[config.mk]
export PLATFORM = sky130hd
export DESIGN_NAME = instr_encoder_loader_flat
export DESIGN_NICKNAME = d
export VERILOG_FILES = /design/src/rtl/instr_encoder_loader_if.sv /design/src/rtl/instr_encoder_loader.sv /design/src/flat_wrapper.sv
export SDC_FILE = /design/constraint.sdc
export NUM_CORES = 1
export LEC_CHECK = 0
export ABC_CLOCK_PERIOD_IN_PS = 2390
export CAP_MARGIN = 10
export CORE_MARGIN = 5
export CORE_UTILIZATION = 47
export DETAILED_ROUTE_END_ITERATION = 10
export PLACE_DENSITY = 0.76
export SLEW_MARGIN = 20
export SYNTH_ARGS = -nofsm -noshare
export SYNTH_HDL_FRONTEND = slang
export SYNTH_SLANG_ARGS = --single-unit
[constraint.sdc]
create_clock -name clk -period 2.39 [get_ports clk]
set_clock_uncertainty 0.2 [all_clocks]
set_input_delay 0.239 -clock clk [delete_from_list [all_inputs] [get_ports clk]]
set_output_delay 0.239 -clock clk [all_outputs]
set_load 0.02 [all_outputs]
[src/rtl/instr_encoder_loader_if.sv]
// instr_encoder_loader_if: field stream in, instruction-memory write bus out.
//  master: producer of field tuples and owner of the memory (drives in_*, mem_ready)
//  slave : the loader (drives in_ready, mem_we, mem_addr, mem_wdata)
interface instr_encoder_loader_if #(parameter int ADDR_W = 8) ();
  logic              in_valid;
  logic              in_ready;
  logic              in_last;
  logic [3:0]        in_opcode;
  logic [2:0]        in_rd;
  logic [2:0]        in_rs;
  logic [2:0]        in_rt;
  logic [2:0]        in_func;
  logic [5:0]        in_imm;
  logic [8:0]        in_offset;
  logic              mem_we;
  logic              mem_ready;
  logic [ADDR_W-1:0] mem_addr;
  logic [15:0]       mem_wdata;
  modport master (
    output in_valid, in_last, in_opcode, in_rd, in_rs, in_rt, in_func, in_imm, in_offset, mem_ready,
    input  in_ready, mem_we, mem_addr, mem_wdata
  );
  modport slave (
    input  in_valid, in_last, in_opcode, in_rd, in_rs, in_rt, in_func, in_imm, in_offset, mem_ready,
    output in_ready, mem_we, mem_addr, mem_wdata
  );
endinterface

[src/rtl/instr_encoder_loader.sv]
// instr_encoder_loader: packs instruction fields into 16-bit words, buffers them and writes them to instruction memory.
//  clk, reset (sync, active-high), start (pulse, IDLE only)
//  bus       : field stream (valid/ready/last) and memory write port (we/ready/addr/wdata)
//  busy      : high in LOAD and DRAIN;  done: one-cycle completion pulse
//  count     : words written since start (saturating);  addr_wrap: sticky address wrap flag
//  Optional LOADER_CHECKSUM_EN adds checksum = XOR of words written since start.
module instr_encoder_loader #(
  parameter int                DEPTH     = 4,
  parameter int                ADDR_W    = 8,
  parameter logic [ADDR_W-1:0] BASE_ADDR = '0
) (
  input  logic                clk,
  input  logic                reset,
  input  logic                start,
  instr_encoder_loader_if.slave bus,
  output logic                busy,
  output logic                done,
  output logic [ADDR_W:0]     count,
  output logic                addr_wrap
`ifdef LOADER_CHECKSUM_EN
  ,
  output logic [15:0]         checksum
`endif
);
  localparam int PW = $clog2(DEPTH);
  localparam logic [1:0] S_IDLE = 2'd0, S_LOAD = 2'd1, S_DRAIN = 2'd2, S_DONE = 2'd3;
  logic [1:0]        r_state;
  logic [15:0]       r_fifo [DEPTH];
  logic [PW-1:0]     r_wp, r_rp;
  logic [PW:0]       r_occ;
  logic [ADDR_W-1:0] r_addr;
  logic [ADDR_W:0]   r_count;
  logic              r_wrap;
  logic              w_full, w_empty, w_push, w_pop;
  logic [15:0]       w_word;
`ifdef LOADER_CHECKSUM_EN
  logic [15:0]       r_csum;
  assign checksum = r_csum;
`endif
  always_comb
    w_word = bus.in_opcode == 4'b0000 ? {bus.in_opcode, bus.in_rd, bus.in_rs, bus.in_rt, bus.in_func} :
             bus.in_opcode == 4'b0001 ? {bus.in_opcode, bus.in_offset, bus.in_func} :
                                        {bus.in_opcode, bus.in_rs, bus.in_rt, bus.in_imm};
  assign w_full        = r_occ == (PW+1)'(DEPTH);
  assign w_empty       = r_occ == '0;
  // in_ready ignores a same-cycle pop so a full FIFO never needs a bypass path
  assign bus.in_ready  = r_state == S_LOAD && !w_full;
  assign bus.mem_we    = (r_state == S_LOAD || r_state == S_DRAIN) && !w_empty;
  assign bus.mem_wdata = w_empty ? '0 : r_fifo[r_rp];
  assign bus.mem_addr  = r_addr;
  assign w_push        = bus.in_valid && bus.in_ready;
  assign w_pop         = bus.mem_we && bus.mem_ready;
  assign busy          = r_state == S_LOAD || r_state == S_DRAIN;
  assign done          = r_state == S_DONE;
  assign count         = r_count;
  assign addr_wrap     = r_wrap;
  always_ff @(posedge clk)
    if (w_push) r_fifo[r_wp] <= w_word;
  always_ff @(posedge clk) begin
    if (reset) begin
      r_state <= S_IDLE;
      r_wp    <= '0;
      r_rp    <= '0;
      r_occ   <= '0;
      r_addr  <= BASE_ADDR;
      r_count <= '0;
      r_wrap  <= 1'b0;
`ifdef LOADER_CHECKSUM_EN
      r_csum  <= '0;
`endif
    end else begin
      if (w_push) r_wp <= r_wp + 1'b1;
      if (w_pop) r_rp <= r_rp + 1'b1;
      r_occ <= r_occ + (PW+1)'(w_push) - (PW+1)'(w_pop);
      if (w_pop) begin
        r_addr <= r_addr + 1'b1;
        if (&r_addr) r_wrap <= 1'b1;
        if (!(&r_count)) r_count <= r_count + 1'b1;
`ifdef LOADER_CHECKSUM_EN
        r_csum <= r_csum ^ bus.mem_wdata;
`endif
      end
      case (r_state)
        S_IDLE:
          if (start) begin
            r_state <= S_LOAD;
            r_addr  <= BASE_ADDR;
            r_count <= '0;
            r_wrap  <= 1'b0;
`ifdef LOADER_CHECKSUM_EN
            r_csum  <= '0;
`endif
          end
        S_LOAD:  if (w_push && bus.in_last) r_state <= S_DRAIN;
        S_DRAIN: if (w_empty) r_state <= S_DONE;
        default: r_state <= S_IDLE;
      endcase
    end
  end
endmodule

[src/flat_wrapper.sv]
// flat-port wrapper written by rule: the top's interface ports become plain ports
module instr_encoder_loader_flat 
#(
  parameter int                DEPTH     = 4,
  parameter int                ADDR_W    = 8,
  parameter logic [ADDR_W-1:0] BASE_ADDR = '0
)
  (clk, reset, start, busy, done, count, addr_wrap, bus_in_valid, bus_in_last, bus_in_opcode, bus_in_rd, bus_in_rs, bus_in_rt, bus_in_func, bus_in_imm, bus_in_offset, bus_mem_ready, bus_in_ready, bus_mem_we, bus_mem_addr, bus_mem_wdata);
  instr_encoder_loader_if #(.ADDR_W(ADDR_W)) bus_i ();
  input  logic clk;
  input  logic reset;
  input  logic start;
  output logic busy;
  output logic done;
  output logic [ADDR_W:0] count;
  output logic addr_wrap;
  input wire logic [$bits(bus_i.in_valid)-1:0] bus_in_valid;
  input wire logic [$bits(bus_i.in_last)-1:0] bus_in_last;
  input wire logic [$bits(bus_i.in_opcode)-1:0] bus_in_opcode;
  input wire logic [$bits(bus_i.in_rd)-1:0] bus_in_rd;
  input wire logic [$bits(bus_i.in_rs)-1:0] bus_in_rs;
  input wire logic [$bits(bus_i.in_rt)-1:0] bus_in_rt;
  input wire logic [$bits(bus_i.in_func)-1:0] bus_in_func;
  input wire logic [$bits(bus_i.in_imm)-1:0] bus_in_imm;
  input wire logic [$bits(bus_i.in_offset)-1:0] bus_in_offset;
  input wire logic [$bits(bus_i.mem_ready)-1:0] bus_mem_ready;
  output wire logic [$bits(bus_i.in_ready)-1:0] bus_in_ready;
  output wire logic [$bits(bus_i.mem_we)-1:0] bus_mem_we;
  output wire logic [$bits(bus_i.mem_addr)-1:0] bus_mem_addr;
  output wire logic [$bits(bus_i.mem_wdata)-1:0] bus_mem_wdata;
  assign bus_i.in_valid = bus_in_valid;
  assign bus_i.in_last = bus_in_last;
  assign bus_i.in_opcode = bus_in_opcode;
  assign bus_i.in_rd = bus_in_rd;
  assign bus_i.in_rs = bus_in_rs;
  assign bus_i.in_rt = bus_in_rt;
  assign bus_i.in_func = bus_in_func;
  assign bus_i.in_imm = bus_in_imm;
  assign bus_i.in_offset = bus_in_offset;
  assign bus_i.mem_ready = bus_mem_ready;
  assign bus_in_ready = bus_i.in_ready;
  assign bus_mem_we = bus_i.mem_we;
  assign bus_mem_addr = bus_i.mem_addr;
  assign bus_mem_wdata = bus_i.mem_wdata;
  instr_encoder_loader #(.DEPTH(DEPTH), .ADDR_W(ADDR_W), .BASE_ADDR(BASE_ADDR)) u_core (.clk(clk), .reset(reset), .start(start), .bus(bus_i), .busy(busy), .done(done), .count(count), .addr_wrap(addr_wrap));
endmodule
Word level (Yosys, flattened, before mapping)
Memory sizes are Yosys's and may differ from the RTL's. A register that Yosys moved wholly into a read port is not among the register bits.
Index checks and enable logic that the tools add are counted.

cells by class
  $add $sub $neg = 6
  eq/ne operators = 8
  mux-type cells = 22
  reductions and logical operators = 14

operator list
  kind                                                  number
  two-way mux 9 bit                                     4
  two-way mux 12 bit                                    2
  two-way mux 8 bit                                     3
  two-way mux 16 bit                                    1
  two-way mux 2 bit                                     5
  adder 9 x 1 -> 9 bit (second input constant)          1
  AND reduction 9 bit                                   1
  adder 8 x 1 -> 8 bit (second input constant)          1
  AND reduction 8 bit                                   1
  two-way mux 1 bit                                     6
  case mux 2 bit (3 select lines)                       1
  logical AND 1 bit                                     5
  adder 2 x 1 -> 2 bit (second input constant)          2
  equality test 2 bit (second input constant)           2
  equality test 4 x 1 -> 1 bit (second input constant)  1
  logical NOT 4 bit                                     1
  inequality test 2 bit (second input constant)         2
  adder 3 x 1 -> 3 bit                                  1
  equality test 3 bit (second input constant)           1
  logical NOT 3 bit                                     1
  AND reduction 3 bit                                   1
  subtractor 3 x 1 -> 3 bit                             1
  equality test 2 x 1 -> 1 bit (second input constant)  1
  logical NOT 1 bit                                     2
  3 further kinds                                       3

word-level totals
  register bits = 27
  memory bits (writable) = 64
  input bits = 37
  output and inout port bits = 38
  word-level logic and storage cells = 58
  memories kept = 1

memories
  memory         words  bits a word  read ports  clocked after memory_dff  write ports  line                        text
  u_core.r_fifo  4      16           1           1                         1            instr_encoder_loader.sv:28  logic [15:0] r_fifo [DEPTH];

Logic depth before layout (Yosys ltp)
Gate-level depths: netlist (run 1).

  depth after elaboration = 7
  mapped depth = 11
  gate-level depth less buffers = 11

Worst setup path before layout (run 1)
No wires, ideal clock.

  path type = register to register
  start point = register u_core.r_state[0]
  end point = register u_core.r_occ[2]
  setup time = 0.128 ns
  arrival = 2.308 ns
  data required time = 2.062 ns
  path slack = -0.245 ns
  stages on the path, launching flop included = 12
  buffers on the path = 0
  period minus slack after synthesis = 2.635 ns
  cells stage by stage = dfxtp_1 inv_1 ha_1 o311ai_4 inv_6 ha_1 inv_1 ha_1 fa_1 xnor2_1 xnor2_1 nor2_1

between the ends
  word-level cells in the longest chain between the ends = 5
  elaborated cells between the ends (all ways) = 9
  those cells by class = 2 x add/sub; 2 x eq/ne; 5 x reduce/logical

RTL lines
  item                                                                 line                        text
  from (decl)                                                          instr_encoder_loader.sv:27  logic [1:0] r_state;
  from (signal assigned)                                               instr_encoder_loader.sv:61  r_state <= S_IDLE;
  from (signal assigned)                                               instr_encoder_loader.sv:86  r_state <= S_LOAD;
  from (signal assigned)                                               instr_encoder_loader.sv:94  S_LOAD: if (w_push && bus.in_last) r_state <= S_DRAIN;
  equality test 2 x 1 -> 1 bit or equality test 2 bit (tied branches)  n/a
  logical OR 1 bit *                                                   n/a
  net busy                                                             flat_wrapper.sv:13          output logic busy;
  logical AND 1 bit *                                                  instr_encoder_loader.sv:48  assign bus.mem_we = (r_state == S_LOAD || r_state == S_DRAIN) && !w_empty;
  logical AND 1 bit *                                                  instr_encoder_loader.sv:52  assign w_pop = bus.mem_we && bus.mem_ready;
  subtractor 3 x 1 -> 3 bit *                                          instr_encoder_loader.sv:74  r_occ <= r_occ + (PW+1)'(w_push) - (PW+1)'(w_pop);
  to (signal assigned)                                                 instr_encoder_loader.sv:74
  to (decl)                                                            instr_encoder_loader.sv:30  logic [PW:0] r_occ;

The timed path passes the listed nets; every way through them passes the cells marked *.
A chain may end at the register's enable or synchronous reset.

Worst setup path after layout (run 1)
  start point = register u_core.r_state[0]
  end point = register u_core.r_occ[2]

between the ends
  word-level cells in the longest chain between the ends = 5
  elaborated cells between the ends (all ways) = 9
  those cells by class = 2 x add/sub; 2 x eq/ne; 5 x reduce/logical

RTL lines
  item                                                                 line
  equality test 2 x 1 -> 1 bit or equality test 2 bit (tied branches)  instr_encoder_loader.sv:47, instr_encoder_loader.sv:48
  logical AND 1 bit or logical OR 1 bit (tied branches)                instr_encoder_loader.sv:47, instr_encoder_loader.sv:48
  logical AND 1 bit (on tied branches)                                 instr_encoder_loader.sv:51, instr_encoder_loader.sv:48
  adder 3 x 1 -> 3 bit or logical AND 1 bit (tied branches)            instr_encoder_loader.sv:74, instr_encoder_loader.sv:52
  subtractor 3 x 1 -> 3 bit *                                          instr_encoder_loader.sv:74

Mark *: on every way between the ends. The rest lies on a longest branch, timed or not.

==> impl_metrics.tcl, run 1 <==
set metrics [dict create \
    p_comb_share_pct 33.0 \
    synth_seq_area_share_pct 60.6 \
    cts_tree "built" \
    critical_path_required_ns 2.44 \
    fillers 668 \
    cts_max_path_buffers 2 \
    r2r_start "u_core.r_state[0]" \
    pre_cts_ws_ns 0.0316 \
    place_area_um2 5230 \
    clockRootBuffer "clkbuf_8" \
    hold_path.startpoint "u_core.addr_wrap" \
    coreArea_um2 8640 \
    synth_cell_type_count 44 \
    cts.htree.levels 3 \
    grt_pass1_wl_um 13900 \
    numCtsBuffers 9 \
    numPlacedInstances 491 \
    crit_path_cell_trace "inv_2 -> ha_4 -> o311ai_4 -> inv_6 -> ha_4 -> inv_2 -> ha_4 -> fa_2 -> xnor2_2 -> xnor2_1 -> nor2_1" \
    critPathLaunchType "flip-flop" \
    diodes 0 \
    switching_share_pct 30.5 \
    synthCells 299 \
    die_h_um 104 \
    num_vias 2650 \
    num_rows 34 \
    cts.clk_slew.worst_paths_ns 0.09 \
    cts_num_sinks 93 \
    whs_ns 0.288 \
    min_path_type "flip-flop to flip-flop" \
    cpMaxStageDelayCell "dfxtp_4" \
    p_sw_mw 1.39 \
    status "complete, no violations" \
    drive_gt1_share_pct 18.5 \
    pwr-share-seq_pct 41.5 \
    gp_congestion 0.839 \
    path_class "flip-flop to flip-flop" \
    mostFrequentLayoutCells "64 x edfxtp_1, 57 x clkdlybuf4s50_1, 32 x nor2_1, 26 x dfxtp_1, 17 x buf_4" \
    fin_crit_sh_pct 97.1 \
    wire_per_inst_um 16.8 \
    stdcell_count 507 \
    io_buffers 74 \
    ant_nets 0 \
    fin_util_pct 63.2 \
    die_x_um 104 \
    setup_viol 0 \
    max_freq_mhz 431 \
    post-route-min-period_ns 2.32 \
    irDropWorstVdd_uv 356 \
    grt_usage_pct 16.2 \
    end_kind "flip-flop" \
    cp.arrival_ns 2.38 \
    routed_wirelength_um 8510 \
    antenna_found_initial 0 \
    timing.setup.tns_ns 0 \
    hold_viol 0 \
    yosysWarningCount 0 \
    slowest_delay_ns 0.38 \
    layout_commonest_cell "edfxtp_1" \
    tightest_slew_ns 0.604 \
    routed_via_density 5.23 \
    power_leakage_nw 1.97 \
    p_total_mw 4.57 \
    drtIter0Drc 100 \
    path_max_fanout 4 \
    finalWorstSetupSlack_ns 0.0690 \
    yosys_register_bits 93 \
    dpl.hpwl_um 6170 \
    internal_power_mw 3.17 \
    p_clk_share_pct 25.5 \
    max-slew-margin-rel_pct 59.6 \
    dr.pass1.iters 4 \
    grt_pass1_vias 2820 \
    drc_errors 0 \
    cap_viol_max_count 0 \
    syn_avg_cell_area_um2 13.8 \
    path_common_cell "ha_4" \
    synth_area_um2 4130 \
    power_density_nw_per_um2 836 \
    num_io_pins 75 \
    slew_violations 0 \
    cp-startpoint "u_core.r_state[0]" \
    initial_core_util_pct 47.8 \
    final_nets 445 \
    area_delta_synth_final_pct 32.2 \
    overflow 0 \
    final_cell_area_um2 5460 \
    syn_nets 350 \
    post-cts-setup-buffers 0 \
    die-area_um2 10800 \
    grt_max_degree 20 \
    clk_latency_ns 0.35 \
    grt_setup_unrepaired "no" \
]
## timing repair
item | CTS | global route
pin swaps | 0 | 2
resized for setup | 18 | 6
hold buffers | 0 | 0
endpoints found under the setup margin | 16 | 16
cloned | 0 | 0
## cells in the mapped netlist
cell type   n  area share (%)
edfxtp_1   64              47
nor2_1     32             2.9
dfxtp_1    29              14
mux4_2     16             8.7
a21oi_1    14             1.7
ha_1       13             3.9
mux2i_1    12             2.9
nand2_1    12             1.1
nor2b_1    12             1.8
inv_1      11             1.0
clkbuf_1    9            0.82
xnor2_1     9             1.9
and2b_1     7             1.3
and2_1      5            0.76
o21ai_0     5            0.61
xor2_1      5             1.1
nand4_1     4            0.61
nor4_1      4            0.61
mux2_2      3            0.82
nand3_1     3            0.36
nor3_1      3            0.36
or3_1       3            0.45
a21boi_0    2            0.36
buf_2       2            0.24
a211oi_1    1            0.18
a21o_1      1            0.18
a22o_1      1            0.21
a2bb2oi_1   1            0.21
a31oi_1     1            0.15
and4_1      1            0.21
buf_4       1            0.18
buf_6       1            0.27
fa_1        1            0.48
inv_6       1            0.21
nor3b_1     1            0.18
o211ai_1    1            0.18
o21bai_1    1            0.18
o311a_1     1            0.24
o311ai_1    1            0.21
o311ai_4    1            0.64
o31ai_4     1            0.52
o41ai_1     1            0.21
or3b_2      1            0.21
or4_1       1            0.18
## layer usage
metal	vias to the layer above	share of wire [%]	GRT usage (%)	wire length (um)
met2	64	53	28.6	4490
met3	10	5.0	4.35	427
met5	-	0	0	0
met1	1288	41	19.1	3480
met4	0	1.3	5.46	110
li1	1288	-	-	-
## cells by family (layout without fill, tap and decap cells)
logic type | after synthesis | count (layout) | synth area share, %
AO/OA/AOI/OAI | 33 | 33 | 5.79
XOR/XNOR | 14 | 14 | 2.97
adder cells (fa/ha/maj) | 14 | 14 | 4.42
buffers and inverters | 25 | 125 | 2.73
flip-flops | 93 | 93 | 60.6
multiplexers | 31 | 31 | 12.5
AND/OR/NAND/NOR | 89 | 89 | 11.0
## critical path, delay by kind of cell, from the launching register on
kind	cells	cell delay, ns
xor+xnor	2	0.29
flops	1	0.38
compound gates	1	0.12
simple gates	1	0.05
fa+ha+maj	4	1.03
buf+inv	3	0.14
## flip-flops by register name (all words and copies together) (netlist names), named ones only
name,cells
u_core.bus.mem_addr,8
u_core.addr_wrap,1
u_core.r_wp,2
u_core.count,9
u_core.r_fifo,64
u_core.r_state,2
u_core.r_occ,3
u_core.r_rp,2
## power by group through the flow
stage                     clock [mW]  sequential [mW]  combinational, mW
after floorplan                    0             1.93              0.920
after global placement             0             1.92               1.56
after detailed placement           0             1.93               1.60
after CTS                       1.19             1.89               1.53
after global routing            1.26             1.91               1.64
final                           1.16             1.90               1.51
## worst paths after layout
path,to,slack [ns],cells past startpoint
max,u_core.r_occ[2],0.07,11
min,u_core.addr_wrap,0.29,2
max reg2reg,u_core.r_occ[2],0.07,11
min reg2reg,u_core.addr_wrap,0.29,2
## area by class of cell
type	instances	area, um2	area share, %
inverter	12	50.0	0.917
multi-input combinational	181	1580	28.9
clock inverter	7	105	1.93
sequential	93	2510	46.0
timing repair buffer	97	958	17.6
clock buffer	9	124	2.27
tap	108	135	2.48
Power figures use the tool's default switching activity.
==> run 2, diff against run 1 <==
- ABC_CLOCK_PERIOD_IN_PS: 2390 -> 2300
- CORE_UTILIZATION: 47 -> 50
- DONT_BUFFER_PORTS: unset -> 1
- PLACE_DENSITY: 0.76 -> unset
- clock period: 2.39 -> 2.3 ns (I/O delays scaled with it)
==> impl_metrics.tcl, run 2 (synthesis results as in run 1) <==
set metrics [dict create \
    seqCellArea_um2 2510 \
    cts_tree "built" \
    cts_num_sinks 93 \
    critical_path_required_ns 2.35 \
    cp.arrival_ns 2.25 \
    grt_pass1_vias 2542 \
    antenna_found_initial 0 \
    path_max_fanout 4 \
    cts.htree.levels 3 \
    top_usage_layer "met2" \
    end_kind "flip-flop" \
    io_buffers 0 \
    mostFrequentLayoutCells "64 x edfxtp_1, 32 x nor2_1, 25 x dfxtp_1, 22 x dlygate4sd3_1, 19 x buf_4" \
    drtIter0Drc 55 \
    grt_usage_pct 16.8 \
    drc_errors 0 \
    internal_power_mw 2.97 \
    path_common_cell "ha_4" \
    die_h_um 101 \
    hold_depth 2 \
    setup_viol 0 \
    overflow 0 \
    pwr-share-seq_pct 45.4 \
    largest_register_ffs 64 \
    dr.pass1.iters 4 \
    initial_core_util_pct 50.8 \
    final_nets 394 \
    dpl.hpwl_um 5390 \
    post-route-min-period_ns 2.20 \
    layout_commonest_cell "edfxtp_1" \
    max_freq_mhz 454 \
    top_register "u_core.r_fifo" \
    whs_ns 0.00904 \
    slew_violations 0 \
    coreArea_um2 8130 \
    irDropWorstVdd_uv 630 \
    grt_setup_unrepaired "no" \
    final_cell_area_um2 4910 \
    cts.clk_slew.worst_paths_ns 0.09 \
    regToRegSetupSlack_ns 0.1 \
    fillers 635 \
    cp_top_family "adder cells" \
    ant_nets 0 \
    p_clk_share_pct 23.6 \
    cap_viol_max_count 0 \
    min_path_type "primary input to flip-flop" \
    drive_gt1_share_pct 21.8 \
    grt_pass1_wl_um 12900 \
    gp_congestion 0.783 \
    die-area_um2 10200 \
    reg2reg_depth 11 \
    fin_crit_sh_pct 95.8 \
    tightest_slew_ns 0.444 \
    diodes 0 \
    hold_viol 0 \
    cts_max_path_buffers 2 \
    path_depth 11 \
    num_io_pins 75 \
    multiInputGateArea_um2 1580 \
    critPathBufInv 3 \
    crit_path_cell_trace "inv_4 -> ha_4 -> o311ai_4 -> inv_6 -> ha_4 -> inv_2 -> ha_4 -> fa_2 -> xnor2_2 -> xnor2_1 -> nor2_1" \
    wire_per_inst_um 17.6 \
    critPathLaunchType "flip-flop" \
    use_met2_pct 26.8 \
    clockRootBuffer "clkbuf_8" \
    routed_wirelength_um 7980 \
    die_x_um 101 \
    p_comb_share_pct 31.0 \
    p_sw_mw 1.38 \
    area_delta_synth_final_pct 19.0 \
    met1_usage_pct 22.2 \
    num_vias 2449 \
    path_class "flip-flop to flip-flop" \
    cpMaxStageDelayCell "dfxtp_4" \
    clk_latency_ns 0.35 \
    status "complete, no violations" \
    num_rows 33 \
    slowest_delay_ns 0.38 \
    power_density_nw_per_um2 884 \
    grt_max_degree 19 \
    power_leakage_nw 1.71 \
    place_area_um2 4490 \
    max-slew-margin-rel_pct 70.3 \
    grtUsageMet3_pct 4.50 \
    numCtsBuffers 9 \
    switching_share_pct 31.7 \
    routed_via_density 5.41 \
]
==> run 2: per-stage QoR <==
stage / setup TNS, ns / setup WS (ns) / utilization, % / total power [mW] / std cells
after floorplan: -0.135 / -0.135 / - / 2.96 / 299
after global placement: 0 / 0.0628 / 55.2 / 3.27 / 415
after detailed placement: 0 / 0.0215 / 55.2 / 3.29 / 415
after CTS: 0 / 0.00196 / 60.2 / 4.38 / 453
after global routing: 0 / 0.0126 / 60.4 / 4.60 / 453
final: 0 / 0.0971 / 60.4 / 4.35 / 453
==> run 2: final cells by class <==
cell class	count	share of cell area, %
sequential	93	51.1
multi-input combinational	181	32.1
timing repair buffer	46	9.32
clock buffer	12	3.18
tap	105	2.67
inverter	12	1.07
clock inverter	4	0.586
==> run 2: worst paths after layout <==
check | endpoint | start
max | u_core.r_occ[2] | u_core.r_state[0]
min | u_core.r_fifo[0][10] | bus_in_rs[1]
max reg2reg | u_core.r_occ[2] | u_core.r_state[0]
min reg2reg | u_core.addr_wrap | u_core.addr_wrap
==> run 2: what timing repair did <==
action,4_1_cts,5_1_grt
endpoints found under the setup margin,0,4
hold buffers,22,0
resized for setup,0,6
endpoints found under the hold margin,52,0
setup buffers,0,0
==> run 2: power by group through the flow <==
stage,combinational (mW),clock [mW],sequential (mW)
after floorplan,0.957,0,2.01
after detailed placement,1.28,0,2.01
after global routing,1.48,1.13,1.98
after CTS,1.35,1.05,1.97
after global placement,1.27,0,2.00
final,1.35,1.03,1.97
==> run 2: metal layers <==
layer	wire, um	vias up	share of wire (%)
met4	104	0	1.3
met1	3540	1191	44
met3	520	8	6.5
met5	0	-	0
li1	-	1190	-
met2	3810	60	48
